## config.mk

```make
export PLATFORM = sky130hd
export DESIGN_NAME = dvs_event_fifo
export DESIGN_NICKNAME = d
export VERILOG_FILES = /design/src/rtl/dvs_event_fifo.sv
export SDC_FILE = /design/constraint.sdc
export NUM_CORES = 1
export LEC_CHECK = 0
export BUFFER_PORTS_ARGS = -buffer_cell sky130_fd_sc_hd__buf_4
export CORE_MARGIN = 3
export CORE_UTILIZATION = 55
export DETAILED_ROUTE_END_ITERATION = 12
export HOLD_SLACK_MARGIN = 0.05
export PLACE_DENSITY = 0.72
export SLEW_MARGIN = 20
export SYNTH_ARGS = -nofsm -noshare
export SYNTH_HDL_FRONTEND = slang
export SYNTH_SLANG_ARGS = --single-unit
```

## constraint.sdc

```tcl
create_clock -name clk -period 4.87 [get_ports clk]
set_input_delay 0.7305 -clock clk [delete_from_list [all_inputs] [get_ports clk]]
set_output_delay 0.7305 -clock clk [all_outputs]
set_load 0.02 [all_outputs]
```

## src/rtl/dvs_event_fifo.sv

```systemverilog
// Event FIFO between the DVS event writer and the SPI/regfile reader.
// Adds a threshold-hysteresis interrupt, a soft clear and saturating overflow accounting.
module dvs_event_fifo #(
  parameter int unsigned DWIDTH = 32,
  parameter int unsigned AWIDTH = 5,
  parameter int unsigned OVF_W  = 16
) (
  input  logic              clk,
  input  logic              rst,
  input  logic              soft_clr,
  input  logic              wr_valid,
  input  logic [DWIDTH-1:0] wr_data,
  output logic              wr_ready,
  input  logic              rd_en,
  output logic [DWIDTH-1:0] rd_data,
  output logic              rd_valid,
  input  logic [AWIDTH:0]   irq_assert_thresh,
  input  logic [AWIDTH:0]   irq_deassert_thresh,
  output logic [AWIDTH:0]   numel,
  output logic              full,
  output logic              empty,
  output logic              irq,
  output logic              ovf_sticky,
  output logic [OVF_W-1:0]  ovf_cnt,
  input  logic              ovf_clr
);

  localparam int unsigned DEPTH = 1 << AWIDTH;
  localparam int unsigned CW    = AWIDTH + 1;

  typedef enum logic {
    ST_IDLE     = 1'b0,
    ST_ASSERTED = 1'b1
  } irq_state_t;

  logic [DWIDTH-1:0] mem [DEPTH];
  logic [AWIDTH-1:0] wr_ptr;
  logic [AWIDTH-1:0] rd_ptr;

  logic              wr_acc;
  logic              rd_acc;
  logic              wr_drop;
  logic [CW-1:0]     numel_nxt;
  logic [OVF_W-1:0]  ovf_base;
  logic [OVF_W-1:0]  ovf_cnt_nxt;
  logic              ovf_sticky_nxt;

  irq_state_t        state_q;
  irq_state_t        state_d;

  // Accept/drop qualification; soft_clr discards both sides and hides the drop.
  always_comb begin
    wr_acc  = wr_valid & ~full  & ~soft_clr;
    rd_acc  = rd_en    & ~empty & ~soft_clr;
    wr_drop = wr_valid &  full  & ~soft_clr;
  end

  // Next occupancy and overflow accounting; ovf_clr applies before a coincident increment.
  always_comb begin
    numel_nxt      = numel;
    ovf_base       = ovf_cnt;
    ovf_cnt_nxt    = ovf_cnt;
    ovf_sticky_nxt = ovf_sticky;

    if (soft_clr) begin
      numel_nxt = '0;
    end else begin
      unique case ({wr_acc, rd_acc})
        2'b10:   numel_nxt = numel + CW'(1);
        2'b01:   numel_nxt = numel - CW'(1);
        default: numel_nxt = numel;
      endcase
    end

    if (ovf_clr) begin
      ovf_base       = '0;
      ovf_sticky_nxt = 1'b0;
    end
    ovf_cnt_nxt = ovf_base;
    if (wr_drop) begin
      ovf_sticky_nxt = 1'b1;
      if (ovf_base != {OVF_W{1'b1}}) begin
        ovf_cnt_nxt = ovf_base + OVF_W'(1);
      end
    end
  end

  // Storage array; written only on accepted writes.
  always_ff @(posedge clk) begin
    if (!rst && wr_acc) begin
      mem[wr_ptr] <= wr_data;
    end
  end

  // Pointers, status flags, read port and overflow registers.
  always_ff @(posedge clk) begin
    if (rst) begin
      wr_ptr     <= '0;
      rd_ptr     <= '0;
      numel      <= '0;
      full       <= 1'b0;
      empty      <= 1'b1;
      wr_ready   <= 1'b1;
      rd_valid   <= 1'b0;
      rd_data    <= '0;
      ovf_sticky <= 1'b0;
      ovf_cnt    <= '0;
    end else begin
      numel      <= numel_nxt;
      full       <= (numel_nxt == CW'(DEPTH));
      empty      <= (numel_nxt == '0);
      wr_ready   <= (numel_nxt != CW'(DEPTH));
      rd_valid   <= rd_acc;
      ovf_sticky <= ovf_sticky_nxt;
      ovf_cnt    <= ovf_cnt_nxt;
      if (soft_clr) begin
        wr_ptr <= '0;
        rd_ptr <= '0;
      end else begin
        if (wr_acc) begin
          wr_ptr <= wr_ptr + AWIDTH'(1);
        end
        if (rd_acc) begin
          rd_ptr  <= rd_ptr + AWIDTH'(1);
          rd_data <= mem[rd_ptr];
        end
      end
    end
  end

  // IRQ state register; irq mirrors the registered state.
  always_ff @(posedge clk) begin
    if (rst) begin
      state_q <= ST_IDLE;
      irq     <= 1'b0;
    end else begin
      state_q <= state_d;
      irq     <= (state_d == ST_ASSERTED);
    end
  end

  // IRQ next-state on the registered occupancy; a non-positive hysteresis window degenerates to a compare.
  always_comb begin
    state_d = state_q;
    if (soft_clr || (irq_assert_thresh == '0)) begin
      state_d = ST_IDLE;
    end else if (irq_assert_thresh <= irq_deassert_thresh) begin
      state_d = (numel >= irq_assert_thresh) ? ST_ASSERTED : ST_IDLE;
    end else begin
      case (state_q)
        ST_IDLE: begin
          if (numel >= irq_assert_thresh) state_d = ST_ASSERTED;
        end
        ST_ASSERTED: begin
          if (numel <= irq_deassert_thresh) state_d = ST_IDLE;
        end
        default: state_d = ST_IDLE;
      endcase
    end
  end

endmodule

```

==> out/summary.txt, run 1 <==
VDD IR max - 0.273 mV
Synth Cell Area - 42,300 µm²
Root Buffer - clkbuf_16
Static Leak - 14.9 nW
First-pass GRT wire length - 147 mm
Crit path DAT - 3.43 ns
Most frequent cells in the layout - edfxtp_1 (1,024), mux4_2 (288), buf_4 (148)
Max-Cap Viols - 0
Pre-CTS setup slack - 1.53 ns
Slowest CP cell - dfxtp_4
Final wirelength - 99.6 mm
Final Util - 63.4%
Post-DP Area - 44,800 µm²
Drt first pass iters - 6
Largest area contributor in the netlist - edfxtp_1
CP endpoint kind - register
Final worst slack - 1.96 ns
Initial Utilization - 55.6%
Post-synthesis instance total - 1,953
R2R depth - 5
FFs w/ async S/R, synth - 0%
P&R area growth vs syn - 14.0%
Mapped Nets - 2,029
I/O Buffers - 109
CP top delay family - multiplexers
RR Startpoint - rd_ptr[0]
Clock slew at reported path FFs - 0.06 ns
Met3 WL - 9.16 mm
Crit start category - register
Worst Max-Slew Pin Slew - 1.10 ns
WL met1 - 38.0 mm
Synth Register Bits - 1,094
Top_reg_cell synth - edfxtp_1
Mean Syn Cell Area - 21.6 µm²
Worst hold start - rst
Ratio of cells with drive above 1 in the final layout - 31.9%
Half-perimeter wire length after placement - 53.7 mm
Register area share after synthesis - 76.1%
Pwr/cell area - 388 nW/µm²
Post_cts resized - 0
Top post-synthesis cells by area - edfxtp_1 (73%), mux4_2 (15%), dfxtp_1 (3.3%), mux2_2 (1.5%), ha_1 (0.77%)
DIE HEIGHT - 283 µm
Syn. warnings - 0
Hold Path Class - in -> reg
Reg-to-reg slack, setup - 1.96 ns
Global-route congestion overflow total - 0
RePlAce Congestion - 0.793
Hold path depth - 2
Final critical-path required period - 2.91 ns
Post-route cell area - 48,200 µm²
Commonest non-fill, non-tap cell in the layout - edfxtp_1
Number of global-route vias before repair - 21,500
Antenna violations before repair - 2
Hold Path Sink - ovf_cnt[15]
Routed Antenna Nets - 0
Fmax - 0.343 GHz
Highest routed layer - met5
Longest Clk Path Bufs - 3
Final hold vios - 0
Crit-path max FO - 31
Tot GR Track Use - 25.2%
DR iter-0 viols - 2,557
Status - complete, no violations
EDFF count, synth - 1,024
Via/cell ratio - 6.36
Kind of critical path - reg -> reg
DR WL/cell - 30.8 µm
N_diodes - 0
Met2 Wirelength - 49.3 mm
Cell Chain, Critical Path - buf_4 -> mux4_2 -> mux4_2 -> nor2b_1 -> o31ai_1
RSZ-0062 raised after global routing - no
Final setup fails - 0
Number of remaining DRC errors - 0
Critical path required time - 5.38 ns
Crit path buf inv count - 1
Detailed-route via count - 20,600
Die Wd - 283 µm
Setup Skew - 0.0200 ns
CTS tree - done
Reg-to-Reg End - rd_data[25]
Post-CTS Setup Repair Bufs - 0
CTS H-Tree Depth - 3
# nets final - 2,198
Slowest stage delay, CP - 0.64 ns
Clock sinks - 1,094
Total chip power - 18.7 mW
Cell variety after synth - 46
Ports - 110
Total core area - 76,100 µm²
Cts hold-fix bufs - 0
Total CTS buffers - 105
Pin count of the biggest net entering global routing - 83
Rows - 101
Tcrit/Tclk final - 59.8%
Die area - 80,200 µm²
Top cell by count, worst path - mux4_2
Max-slew violations - 0
Top cell type's share of synthesized area - 72.8%
Clk Latency, worst-skew pair - 0.66 ns
Setup TNS - 0 ns
Relative slew slack - 26.8%
-- worst max path at each step --
stage,startpoint,to,cells past startpoint
6_report,rd_ptr[0],rd_data[25],5
5_1_grt,rd_ptr[1],rd_data[24],5
4_1_cts,rd_ptr[0],rd_data[25],5
3_5_place_dp,soft_clr,mem[10][8],6
3_3_place_gp,soft_clr,full,12
2_1_floorplan,wr_valid,mem[31][0],3
-- layer usage --
layer | track usage [%] | up-vias
li1 | - | 8457
met5 | 0 | -
met2 | 40.4 | 1024
met4 | 8.51 | 4
met3 | 5.62 | 173
met1 | 34.9 | 10900
-- cell families (layout without fill, tap and decap cells) --
| group | Yosys count | after routing | synth area share (%) |
|---|---|---|---|
| AO/OA/AOI/OAI | 101 | 101 | 1.63 |
| buffers and inverters | 118 | 375 | 1.23 |
| multiplexers | 357 | 357 | 17.1 |
| AND/OR/NAND/NOR | 228 | 228 | 2.55 |
| flip-flops | 1094 | 1094 | 76.1 |
| adder cells (fa/ha/maj) | 26 | 26 | 0.770 |
| XOR/XNOR | 29 | 29 | 0.601 |
-- flip-flops by register name, indices dropped and copies added, names as in the netlist --
| register | cells |
|---|---|
| rd_valid | 1 |
| wr_ptr | 5 |
| full | 1 |
| ovf_cnt | 16 |
| empty | 1 |
| numel | 6 |
| rd_ptr | 5 |
| rd_data | 32 |
| ovf_sticky | 1 |
| state_q | 1 |
| mem | 1024 |
| wr_ready | 1 |
-- synth_stat cells, types with 2 or more instances --
master,count
or2_2,4
a21o_1,5
mux2i_1,14
o211ai_1,5
a31oi_1,3
and3_1,3
nand3_1,19
nor3_1,5
nor2b_1,39
a211oi_1,3
o31ai_1,28
a21oi_1,17
inv_1,18
nand2b_1,7
dfxtp_1,70
xor2_1,16
ha_1,26
buf_6,4
clkbuf_1,48
edfxtp_1,1024
buf_1,14
nor4_1,3
nor3b_1,3
mux2_2,55
xnor2_1,13
mux4_2,288
buf_2,32
nand2_1,56
nor2_1,76
a41o_1,2
o21a_1,3
o22ai_1,27
buf_4,2
o21bai_1,2
nand4_1,7
a22oi_1,2
-- where the power goes --
| group | total, mW | switching, mW | internal [mW] |
|---|---|---|---|
| Combinational | 0.332 | 0.229 | 0.103 |
| Clock | 8.09 | 3.41 | 4.68 |
| Sequential | 10.3 | 0.00931 | 10.3 |
| Total | 18.7 | 3.64 | 15.1 |
-- per-stage QoR --
stage	hold slack (ns)	cells
2_1_floorplan	0.516	1953
3_3_place_gp	0.443	3045
3_5_place_dp	0.442	3045
4_1_cts	0.387	3240
5_1_grt	0.404	3240
6_report	0.423	3240
-- worst register-to-register path, stage by stage (launching register included) --
cell	delay (ns)
dfxtp_4	0.64
buf_4	0.62
mux4_2	0.64
mux4_2	0.55
nor2b_1	0.22
o31ai_1	0.10
-- layout make-up --
| type | count | area [µm²] |
|---|---|---|
| well taps | 1030 | 1290 |
| repair buffers | 162 | 1390 |
| fillers | 5004 | 27900 |
| inverters | 18 | 67.6 |
| flip-flops and latches | 1094 | 32200 |
| clock buffers | 136 | 2870 |
| multi-input cells | 741 | 9840 |
| clock inverters | 59 | 576 |
Power figures use the tool's default switching activity.
==> run 2: changes to the inputs <==
--- a/config.mk
+++ b/config.mk
@@ -10,7 +10,7 @@
 export CORE_UTILIZATION = 55
 export DETAILED_ROUTE_END_ITERATION = 12
 export HOLD_SLACK_MARGIN = 0.05
-export PLACE_DENSITY = 0.72
+export PLACE_DENSITY = 0.74
 export SLEW_MARGIN = 20
 export SYNTH_ARGS = -nofsm -noshare
 export SYNTH_HDL_FRONTEND = slang
==> constraint.sdc (replaced) <==
create_clock -name clk -period 2.4 [get_ports clk]
set_input_delay 0.36 -clock clk [delete_from_list [all_inputs] [get_ports clk]]
set_output_delay 0.36 -clock clk [all_outputs]
set_load 0.02 [all_outputs]
==> out/summary.txt, run 2 (same netlist as run 1, synthesis figures left out) <==
Cell Chain, Critical Path - nor3b_2 -> and2_4 -> xor2_2 -> ha_2 -> a21oi_1 -> a211oi_1 -> a21oi_1 -> or3_4 -> xor2_2 -> a41o_1
Slowest CP cell - or3_4
Die Wd - 283 µm (unchanged)
Hold Path Class - in -> reg
R2R depth - 10 (+5)
Post-route cell area - 49,400 µm² (+2.5%)
Global-route congestion overflow total - 0 (unchanged)
Drt first pass iters - 5 (-1)
CP endpoint kind - register
Half-perimeter wire length after placement - 53.2 mm (-0.89%)
Hold Path Sink - ovf_sticky
Antenna violations before repair - 2 (unchanged)
Reg-to-Reg End - empty
DR WL/cell - 28.6 µm (-7.0%)
Longest Clk Path Bufs - 3 (unchanged)
Final critical-path required period - 2.33 ns (-0.583 ns)
RSZ-0062 raised after global routing - yes
Root Buffer - clkbuf_16
Most frequent cells in the layout - edfxtp_1 (1,024), mux4_2 (288), buf_4 (180)
Placed cells - 3,119 (+2.4%)
Total CTS buffers - 103 (-1.9%)
Final wirelength - 94.8 mm (-4.9%)
DIE HEIGHT - 283 µm (unchanged)
P&R area growth vs syn - 16.8%
Final Util - 64.9% (+1.6 points)
Max-slew violations - 0 (unchanged)
Crit-path max FO - 4 (-87%)
Crit path DAT - 2.87 ns (-0.56 ns)
Hold path depth - 3 (+1)
Clk Latency, worst-skew pair - 0.66 ns (about the same)
Post-DP Area - 45,800 µm² (+2.4%)
Number of remaining DRC errors - 0 (unchanged)
Kind of critical path - reg -> reg
Commonest non-fill, non-tap cell in the layout - edfxtp_1
Number of flip-flops under the largest register name - 1,024 (unchanged)
Tcrit/Tclk final - 97.1% (+37 points)
Final hold vios - 0 (unchanged)
RR Startpoint - empty
Relative slew slack - 59.5% (+33 points)
Clock slew at reported path FFs - 0.06 ns (about the same)
Reg-to-reg slack, setup - 0.07 ns (-1.89 ns)
Fmax - 0.429 GHz (+25%)
I/O Buffers - 109 (unchanged)
Finished Layout Cells - 3,314 (+2.3%)
Pin count of the biggest net entering global routing - 53 (-36%)
Crit start category - register
Critical path required time - 2.94 ns (-2.44 ns)
DR iter-0 viols - 2,282 (-11%)
Total core area - 76,100 µm² (unchanged)
Top flop regs - mem: 1024 flops, rd_data: 32 flops, ovf_cnt: 16 flops
Rows - 101 (unchanged)
CTS tree - done
Tot GR Track Use - 24.0% (-1.2 points)
Total chip power - 38.0 mW (+100%)
RePlAce Congestion - 0.807 (+1.8%)
Initial Utilization - 55.6% (unchanged)
Top reg by flops - mem
Slowest stage delay, CP - 0.40 ns (-0.24 ns)
Detailed-route via count - 20,600 (-0.11%)
Via/cell ratio - 6.21 (-2.3%)
Static Leak - 15.4 nW (+3.2%)
Die area - 80,200 µm² (unchanged)
Pwr/cell area - 769 nW/µm² (+98%)
First-pass GRT wire length - 142 mm (-3.5%)
Worst hold start - ovf_clr
Max-Cap Viols - 0 (unchanged)
Worst Max-Slew Pin Slew - 0.606 ns (-0.492 ns)
Status - complete, no violations
VDD IR max - 0.536 mV (+97%)
Clock sinks - 1,094 (unchanged)
CTS H-Tree Depth - 3 (unchanged)
Number of global-route vias before repair - 21,300 (-0.76%)
Final setup fails - 0 (unchanged)
# nets final - 2,273 (+3.4%)
Ports - 110 (unchanged)
Ratio of cells with drive above 1 in the final layout - 34.6% (+2.6 points)
Setup Skew - 0.0296 ns (+0.00961 ns)
Routed Antenna Nets - 0 (unchanged)
==> run 2: cell types whose count changed in the layout (fill, tap and decap cells not counted), sizes merged <==
cell         before  now
buf             162  237
bufinv           10   12
clkbuf          136  141
clkinv           43   24
clkinvlp          2   12
diode             0    1
dlygate4sd3       0    2
inv              22   20
==> run 2: worst max-delay path: cells and delay by family, from the launching register on <==
| kind | cells | cell delay [ns] |
|---|---|---|
| XOR/XNOR | 2 | 0.34 |
| AO/OA/AOI/OAI | 4 | 0.56 |
| flip-flops | 1 | 0.33 |
| AND/OR/NAND/NOR | 3 | 0.80 |
| adder cells (fa/ha/maj) | 1 | 0.22 |
==> run 2: repair_timing <==
action | 4_1_cts | 5_1_grt
setup endpoints to repair | 4 | 9
buffers inserted | 0 | 1
pin swaps | 0 | 3
hold endpoints to repair | 1 | 0
hold buffers | 2 | 0
resized for setup | 4 | 11
==> run 2: layout make-up <==
cell class	instances	area (µm²)
flip-flops and latches	1094	32200
fillers	4840	26700
multi-input cells	741	9890
clock buffers	141	2870
repair buffers	239	2500
well taps	1030	1290
clock inverters	50	596
inverters	18	67.6
diodes	1	2.50
==> run 2: report_power, final <==
group / switching [mW] / total, mW / internal (mW) / leakage (nW)
registers: 0.0173 / 20.9 / 20.9 / 9.77
clock network: 6.79 / 16.5 / 9.67 / 1.65
logic: 0.441 / 0.672 / 0.231 / 3.99
total: 7.25 / 38.0 / 30.7 / 15.4
==> run 2: worst max path at each step <==
stage	start	to	slack, ns	depth (start not counted)
2_1_floorplan	full	mem[11][0]	-0.01	3
3_3_place_gp	soft_clr	full	-0.21	11
3_5_place_dp	soft_clr	full	-0.20	11
4_1_cts	empty	empty	0.05	10
5_1_grt	full	full	-0.04	10
6_report	empty	empty	0.07	10
==> run 2: per-stage QoR <==
stage | worst slack (ns) | setup TNS [ns] | hold slack (ns)
floorplan | -0.0123 | -3.14 | 0.459
global placement | -0.212 | -0.720 | 0.446
detailed placement | -0.203 | -0.663 | 0.445
CTS | 0.0499 | 0 | 0.0668
global route | -0.0377 | -0.0592 | 0.102
finish | 0.0705 | 0 | 0.0956
==> run 2: layer usage <==
metal | track usage, % | vias up | share of wire [%]
li1 | - | 8614 | -
met1 | 33.7 | 10800 | 38
met4 | 7.23 | 4 | 2.5
met2 | 39.4 | 970 | 51
met5 | 0 | - | 0.034
met3 | 4.30 | 169 | 8.6
